### src/rtl/ctrl_conv_seq.sv
// ctrl_conv_seq -- per-sample sequencer for the ring-buffer RAM address driver and MAC.
//
// Each accepted input sample runs this sequence:
//   INIT  : one ring-buffer init cycle at the current head.
//   LOAD  : load the coefficient pointer for the current phase and clear the MAC.
//   CALC  : address counting until the RAM driver reports conv_pass.
//   DRAIN : wait MAC_LAT cycles for the MAC pipeline to empty.
//   DONE  : present the result on res_vld/res_rdy. Go to the next phase (LOAD),
//           or advance the ring-buffer head and return to IDLE.
//
// Ports
//   clk, rst_n                  clock; synchronous active-low reset
//   seg_base, seg_top           ring segment bounds (head wraps from top to base)
//   coef_base, coef_stride      phase-0 coefficient pointer, per-phase increment
//   cfg_nphase                  branches per sample (0 behaves as 1)
//   sample_vld / sample_rdy     input sample handshake (ready only in IDLE)
//   conv_pass                   convolution pass finished (from RAM driver)
//   en_init, ringbuf_init       RAM driver init strobes (INIT)
//   coeff_load, mac_clr         coefficient load / MAC clear strobes (LOAD)
//   en_calc                     RAM driver count enable (CALC)
//   data_hptr, coef_ptr         current head address / current coefficient pointer
//   res_vld / res_rdy, res_phase result handshake and phase index
//   err                         sticky watchdog error
//
// Optional feature: define SEQ_TIMEOUT_EN to add a CALC watchdog. If conv_pass
// does not arrive within 2**TO_WIDTH-1 CALC cycles, err is set and the sample
// is abandoned. No result is produced and the head does not advance.
// Without the macro, CALC waits indefinitely and err is tied to 0.
//
// All outputs are registered. Each strobe is set on the transition into the
// state that owns it, so it stays aligned with state_q.

module ctrl_conv_seq #(
    parameter int ADDR_WIDTH = 12,
    parameter int PH_WIDTH   = 4,
    parameter int MAC_LAT    = 2,
    parameter int TO_WIDTH   = 10
) (
    input  logic                  clk,
    input  logic                  rst_n,
    input  logic [ADDR_WIDTH-1:0] seg_base,
    input  logic [ADDR_WIDTH-1:0] seg_top,
    input  logic [ADDR_WIDTH-1:0] coef_base,
    input  logic [ADDR_WIDTH-1:0] coef_stride,
    input  logic [PH_WIDTH-1:0]   cfg_nphase,
    input  logic                  sample_vld,
    output logic                  sample_rdy,
    input  logic                  conv_pass,
    output logic                  en_init,
    output logic                  ringbuf_init,
    output logic                  coeff_load,
    output logic                  en_calc,
    output logic [ADDR_WIDTH-1:0] data_hptr,
    output logic [ADDR_WIDTH-1:0] coef_ptr,
    output logic                  mac_clr,
    output logic                  res_vld,
    input  logic                  res_rdy,
    output logic [PH_WIDTH-1:0]   res_phase,
    output logic                  err
);

    if (MAC_LAT < 1 || TO_WIDTH < 2) begin : g_bad_cfg
        $error("ctrl_conv_seq: MAC_LAT must be >= 1 and TO_WIDTH >= 2");
    end

    localparam int LW = $clog2(MAC_LAT + 1);

    typedef enum logic [2:0] {
        S_IDLE, S_INIT, S_LOAD, S_CALC, S_DRAIN, S_DONE
    } state_e;

    state_e                state_q;
    logic [ADDR_WIDTH-1:0] hptr_q, coef_q;
    logic [PH_WIDTH-1:0]   phase_q;
    logic [LW-1:0]         lat_q;
    logic                  sample_rdy_q, en_init_q, ringbuf_init_q, coeff_load_q;
    logic                  en_calc_q, mac_clr_q, res_vld_q;

    // Head advance wraps only when the head sits exactly on seg_top. An
    // out-of-range head therefore keeps counting up until it passes seg_top.
    logic [ADDR_WIDTH-1:0] hptr_adv_d;
    logic [PH_WIDTH-1:0]   last_ph_d;
    assign hptr_adv_d = (hptr_q == seg_top) ? seg_base : hptr_q + 1'b1;
    assign last_ph_d  = (cfg_nphase == '0) ? '0 : cfg_nphase - 1'b1;

`ifdef SEQ_TIMEOUT_EN
    // The counter holds (CALC cycles - 1). Firing at 2**TO_WIDTH-2 means the
    // error is raised at the end of CALC cycle 2**TO_WIDTH-1.
    localparam logic [TO_WIDTH-1:0] TO_LAST = TO_WIDTH'((1 << TO_WIDTH) - 2);
    logic [TO_WIDTH-1:0] to_q;
    logic                err_q;
`endif

    always_ff @(posedge clk) begin
        if (!rst_n) begin
            state_q        <= S_IDLE;
            hptr_q         <= seg_base;
            coef_q         <= coef_base;
            phase_q        <= '0;
            lat_q          <= '0;
            sample_rdy_q   <= 1'b1;
            en_init_q      <= 1'b0;
            ringbuf_init_q <= 1'b0;
            coeff_load_q   <= 1'b0;
            en_calc_q      <= 1'b0;
            mac_clr_q      <= 1'b0;
            res_vld_q      <= 1'b0;
`ifdef SEQ_TIMEOUT_EN
            to_q           <= '0;
            err_q          <= 1'b0;
`endif
        end else begin
            // One-cycle strobes default low; the level outputs are handled per state.
            en_init_q      <= 1'b0;
            ringbuf_init_q <= 1'b0;
            coeff_load_q   <= 1'b0;
            mac_clr_q      <= 1'b0;
            case (state_q)
                S_IDLE: begin
                    if (sample_vld && sample_rdy_q) begin
                        state_q        <= S_INIT;
                        sample_rdy_q   <= 1'b0;
                        en_init_q      <= 1'b1;
                        ringbuf_init_q <= 1'b1;
                        phase_q        <= '0;
                        coef_q         <= coef_base;
                    end
                end
                S_INIT: begin
                    state_q      <= S_LOAD;
                    coeff_load_q <= 1'b1;
                    mac_clr_q    <= 1'b1;
                end
                S_LOAD: begin
                    state_q   <= S_CALC;
                    en_calc_q <= 1'b1;
`ifdef SEQ_TIMEOUT_EN
                    to_q      <= '0;
`endif
                end
                S_CALC: begin
                    if (conv_pass) begin
                        state_q   <= S_DRAIN;
                        en_calc_q <= 1'b0;
                        lat_q     <= LW'(MAC_LAT - 1);
                    end
`ifdef SEQ_TIMEOUT_EN
                    else if (to_q == TO_LAST) begin
                        state_q      <= S_IDLE;
                        en_calc_q    <= 1'b0;
                        sample_rdy_q <= 1'b1;
                        err_q        <= 1'b1;
                    end else begin
                        to_q <= to_q + 1'b1;
                    end
`endif
                end
                S_DRAIN: begin
                    if (lat_q == '0) begin
                        state_q   <= S_DONE;
                        res_vld_q <= 1'b1;
                    end else begin
                        lat_q <= lat_q - 1'b1;
                    end
                end
                S_DONE: begin
                    if (res_rdy) begin
                        res_vld_q <= 1'b0;
                        if (phase_q == last_ph_d) begin
                            state_q      <= S_IDLE;
                            sample_rdy_q <= 1'b1;
                            hptr_q       <= hptr_adv_d;
                        end else begin
                            state_q      <= S_LOAD;
                            phase_q      <= phase_q + 1'b1;
                            coef_q       <= coef_q + coef_stride;
                            coeff_load_q <= 1'b1;
                            mac_clr_q    <= 1'b1;
                        end
                    end
                end
                default: begin
                    state_q      <= S_IDLE;
                    sample_rdy_q <= 1'b1;
                    en_calc_q    <= 1'b0;
                    res_vld_q    <= 1'b0;
                end
            endcase
        end
    end

    assign sample_rdy   = sample_rdy_q;
    assign en_init      = en_init_q;
    assign ringbuf_init = ringbuf_init_q;
    assign coeff_load   = coeff_load_q;
    assign en_calc      = en_calc_q;
    assign mac_clr      = mac_clr_q;
    assign res_vld      = res_vld_q;
    assign res_phase    = phase_q;
    assign data_hptr    = hptr_q;
    assign coef_ptr     = coef_q;
`ifdef SEQ_TIMEOUT_EN
    assign err          = err_q;
`else
    assign err          = 1'b0;
`endif

endmodule

### config.mk
export PLATFORM = sky130hd
export DESIGN_NAME = ctrl_conv_seq
export DESIGN_NICKNAME = d
export VERILOG_FILES = /design/src/rtl/ctrl_conv_seq.sv
export SDC_FILE = /design/constraint.sdc
export NUM_CORES = 1
export LEC_CHECK = 0
export BUFFER_PORTS_ARGS = -buffer_cell sky130_fd_sc_hd__buf_2
export CAP_MARGIN = 20
export CORE_ASPECT_RATIO = 0.5
export CORE_MARGIN = 1.5
export CORE_UTILIZATION = 52
export CTS_BUF_LIST = sky130_fd_sc_hd__clkbuf_4 sky130_fd_sc_hd__clkbuf_8
export CTS_CLUSTER_DIAMETER = 30
export CTS_CLUSTER_SIZE = 20
export DETAILED_ROUTE_END_ITERATION = 8
export PLACE_DENSITY = 0.83
export SLEW_MARGIN = 20
export SYNTH_ARGS = -nofsm -noshare
export SYNTH_HDL_FRONTEND = slang
export SYNTH_SLANG_ARGS = --single-unit
### constraint.sdc
create_clock -name clk -period 2.45 [get_ports clk]
set_input_delay 0.245 -clock clk [delete_from_list [all_inputs] [get_ports clk]]
set_output_delay 0.245 -clock clk [all_outputs]
set_load 0.02 [all_outputs]
==> metrics.txt <==
CP Class=flop to flop; reg2reg setup slack=0.22 ns; drt initial violations=85; Die X=104 um; Compound-Gate Fraction of Synth Area=20.5%; fillers=432; CP Cell Sequence=ha_1, inv_1, fa_1, nor2b_1, o21ai_0, a211oi_1, o21ai_0, xor2_1, o21ai_0; vias in the first global route=2359; Synth Area in XOR/XNOR=11.7%; pre-CTS setup slack=0.217 ns; Routed Antenna Nets=0; largest area contributor in the netlist=edfxtp_1; Synth cell types=51; leakage power=0.00142 uW; largest family of logic cells by synthesized area=compound AO/OA/AOI/OAI gates; Post-synth top cells=nand2_1, o21ai_0, edfxtp_1; Mapped Area=2630 um^2; clk_lat worst skew=0.29 ns; Post-Synth Adder-Cell Area=7.43%; mean number of vias per cell=5.40; P_sw=755 uW; sequential area share after synthesis=38.1%; share of Yosys cell area claimed by the top area cell type=27.4%; crit-path max FO=3; final setup vio count=0; top cells by area, synth=edfxtp_1, dfxtp_1, o21ai_0, ha_1, xnor2_1; r2r worst-path depth=9; power per cell area=642 nW/um^2; cell area after layout=3240 um^2; Num CTS Buffers=5; status=complete, no violations; IO buf count=91; post-synthesis net count=362; R2R Path End=coef_ptr[10]; Worst R2R Start=coef_ptr[0]; post-DR wirelength/cell=13.6 um; Worst Tran Pin Value=0.499 ns; CTS tree=done; Ys Warns=0; Crit-path slowest cell=fa_1; Worst Setup End Kind=flop; Internal=1320 uW; routed via count=2436; EDFF count, synth=24; largest net degree at the start of global routing=24; Synth-to-Final Area Change=23.1%; root buffer cell=clkbuf_8; max-cap violations=0; postcts setup bufs=0; PostCTS Resize Cnt=0; dpl cell area=3140 um^2; first-pass GRT wire length=10.2 mm; Die Ht=53.3 um; setup TNS=0 ns; multiplexer share of the synthesized area=1.24%; Slew Limit Fails=0; Post-synth ARST share=0%; CP Capture Point=coef_ptr[10]; worst endpoint required time=2.49 ns; core area=4890 um^2; most frequent cell after synthesis=nand2_1; Final GP Congestion=0.832; number of antenna violations at the first check in global routing=0; hpwl dp=4.84 mm; Worst Clk Skew=0.00469 ns; Flop pwr share=42.0%; ant diodes=0; Final Power=2080 uW; register bit total from synthesis=38; Starting Density=53.8%; fin crit period=2.23 ns; largest stage delay on the critical path=0.41 ns; final hold violation count=0; Critical path origin=coef_ptr[0]; Post-route DRC=0; # IOs=93; combinational share of power=35.9%; Final Cycle Share=90.8%; CTS Sinks=38; Top FF cell, synth=edfxtp_1; most numerous cell on the critical path=o21ai_0; Max transition margin=66.7%; Clock Power Share=22.1%; DRT Pass-1 Iters=5; Post-Synth Simple-Gate Area=17.0%; HP Class=input port to flop; NumNets Final=452; final WL=6.13 mm; die area=5510 um^2; GR Util All Layers=23.6%; clk buf depth=2; Peak VDD IR=0.000291 V; final worst slack=0.225 ns; Worst EP arrival=2.26 ns; Reg clk slew, reported paths=0.08 ns; Sw Share=36.3%; Synth Instances=290; gr ovfl total=0; hold bufs inserted after CTS=0; syn_area_per_cell=9.06 um^2; Worst setup SP type=flop; H-Tree Depth=2; unrepaired setup endpoints after global routing=no; Peak Freq=449 MHz; share of cells above drive strength 1=30.7%; Rows=18
-- layer usage --
| metal | track usage, % | up-vias | wire [um] |
|---|---|---|---|
| met4 | 9.49 | 0 | 35 |
| met2 | 44.0 | 79 | 3160 |
| met5 | 0 | - | 0 |
| li1 | - | 1222 | - |
| met3 | 5.67 | 6 | 328 |
| met1 | 27.1 | 1129 | 2610 |
-- area by class of cell --
| type | count | area [um^2] | area share (%) |
|---|---|---|---|
| clock buffer | 6 | 82.6 | 2.55 |
| timing repair buffer | 95 | 485 | 15.0 |
| sequential | 38 | 1000 | 30.9 |
| clock inverter | 2 | 11.3 | 0.348 |
| tap | 70 | 87.6 | 2.71 |
| multi-input combinational | 229 | 1530 | 47.2 |
| inverter | 11 | 41.3 | 1.28 |
-- through the flow --
step	hold slack (ns)	util, %	std cells
after floorplan	0.427	-	290
after global placement	0.462	64.3	443
after detailed placement	0.475	64.3	443
after CTS	0.226	66.2	451
after global routing	0.228	66.2	451
final	0.224	66.2	451
-- power by group through the flow --
stage / registers, uW / clock network [uW] / logic (uW)
after floorplan: 937 / 0 / 467
after global placement: 878 / 0 / 717
after detailed placement: 886 / 0 / 742
after CTS: 871 / 460 / 747
after global routing: 888 / 499 / 829
final: 872 / 459 / 745
-- critical path, delay by kind of cell (launching register included) --
family,cells,cell delay (ns)
compound gates,4,0.63
xor+xnor,1,0.14
fa+ha+maj,2,0.61
buf+inv,1,0.07
flops,1,0.35
simple gates,1,0.16
-- logic make-up (layout without fill, tap and decap cells) --
logic type	Yosys count	in the layout
and+or+nand+nor	92	92
AOI/OAI and AO/OA	83	83
DFF	38	38
xor gates and xnor gates	35	35
buffers and inverters	23	114
adders and majority gates	15	15
muxes	3	3
other	1	1
-- cells in the final DEF (no fill, tap or decap), types with 3 or more instances in the layout --
master / n
inv_1: 11
a31oi_1: 4
nand4_1: 4
or2_2: 3
nor2_1: 11
nand3_1: 9
and3_1: 5
edfxtp_1: 24
a21o_1: 3
nand2b_1: 5
buf_2: 91
nand2_1: 38
buf_4: 4
xnor2_1: 20
xor2_1: 15
clkbuf_8: 6
a211oi_1: 5
dfxtp_1: 14
o21ai_0: 37
ha_1: 14
nor3_1: 5
a21oi_1: 13
-- state kept, by name, summed over array words and instances (netlist names) --
register / flops
coef_ptr: 12
state_q: 3
res_phase: 4
data_hptr: 12
en_calc: 1
mac_clr: 1
sample_rdy: 1
ringbuf_init: 1
lat_q: 2
res_vld: 1
-- how the worst min path moves through the flow --
stage | from | to | slack [ns] | cells past startpoint
2_1_floorplan | sample_vld | ringbuf_init | 0.43 | 2
3_5_place_dp | en_calc | en_calc | 0.47 | 2
6_report | coef_base[6] | coef_ptr[6] | 0.22 | 3
4_1_cts | coef_base[6] | coef_ptr[6] | 0.23 | 3
5_1_grt | coef_base[6] | coef_ptr[6] | 0.23 | 3
3_3_place_gp | en_calc | en_calc | 0.46 | 2
No activity file was read; power rests on OpenSTA's default activity.
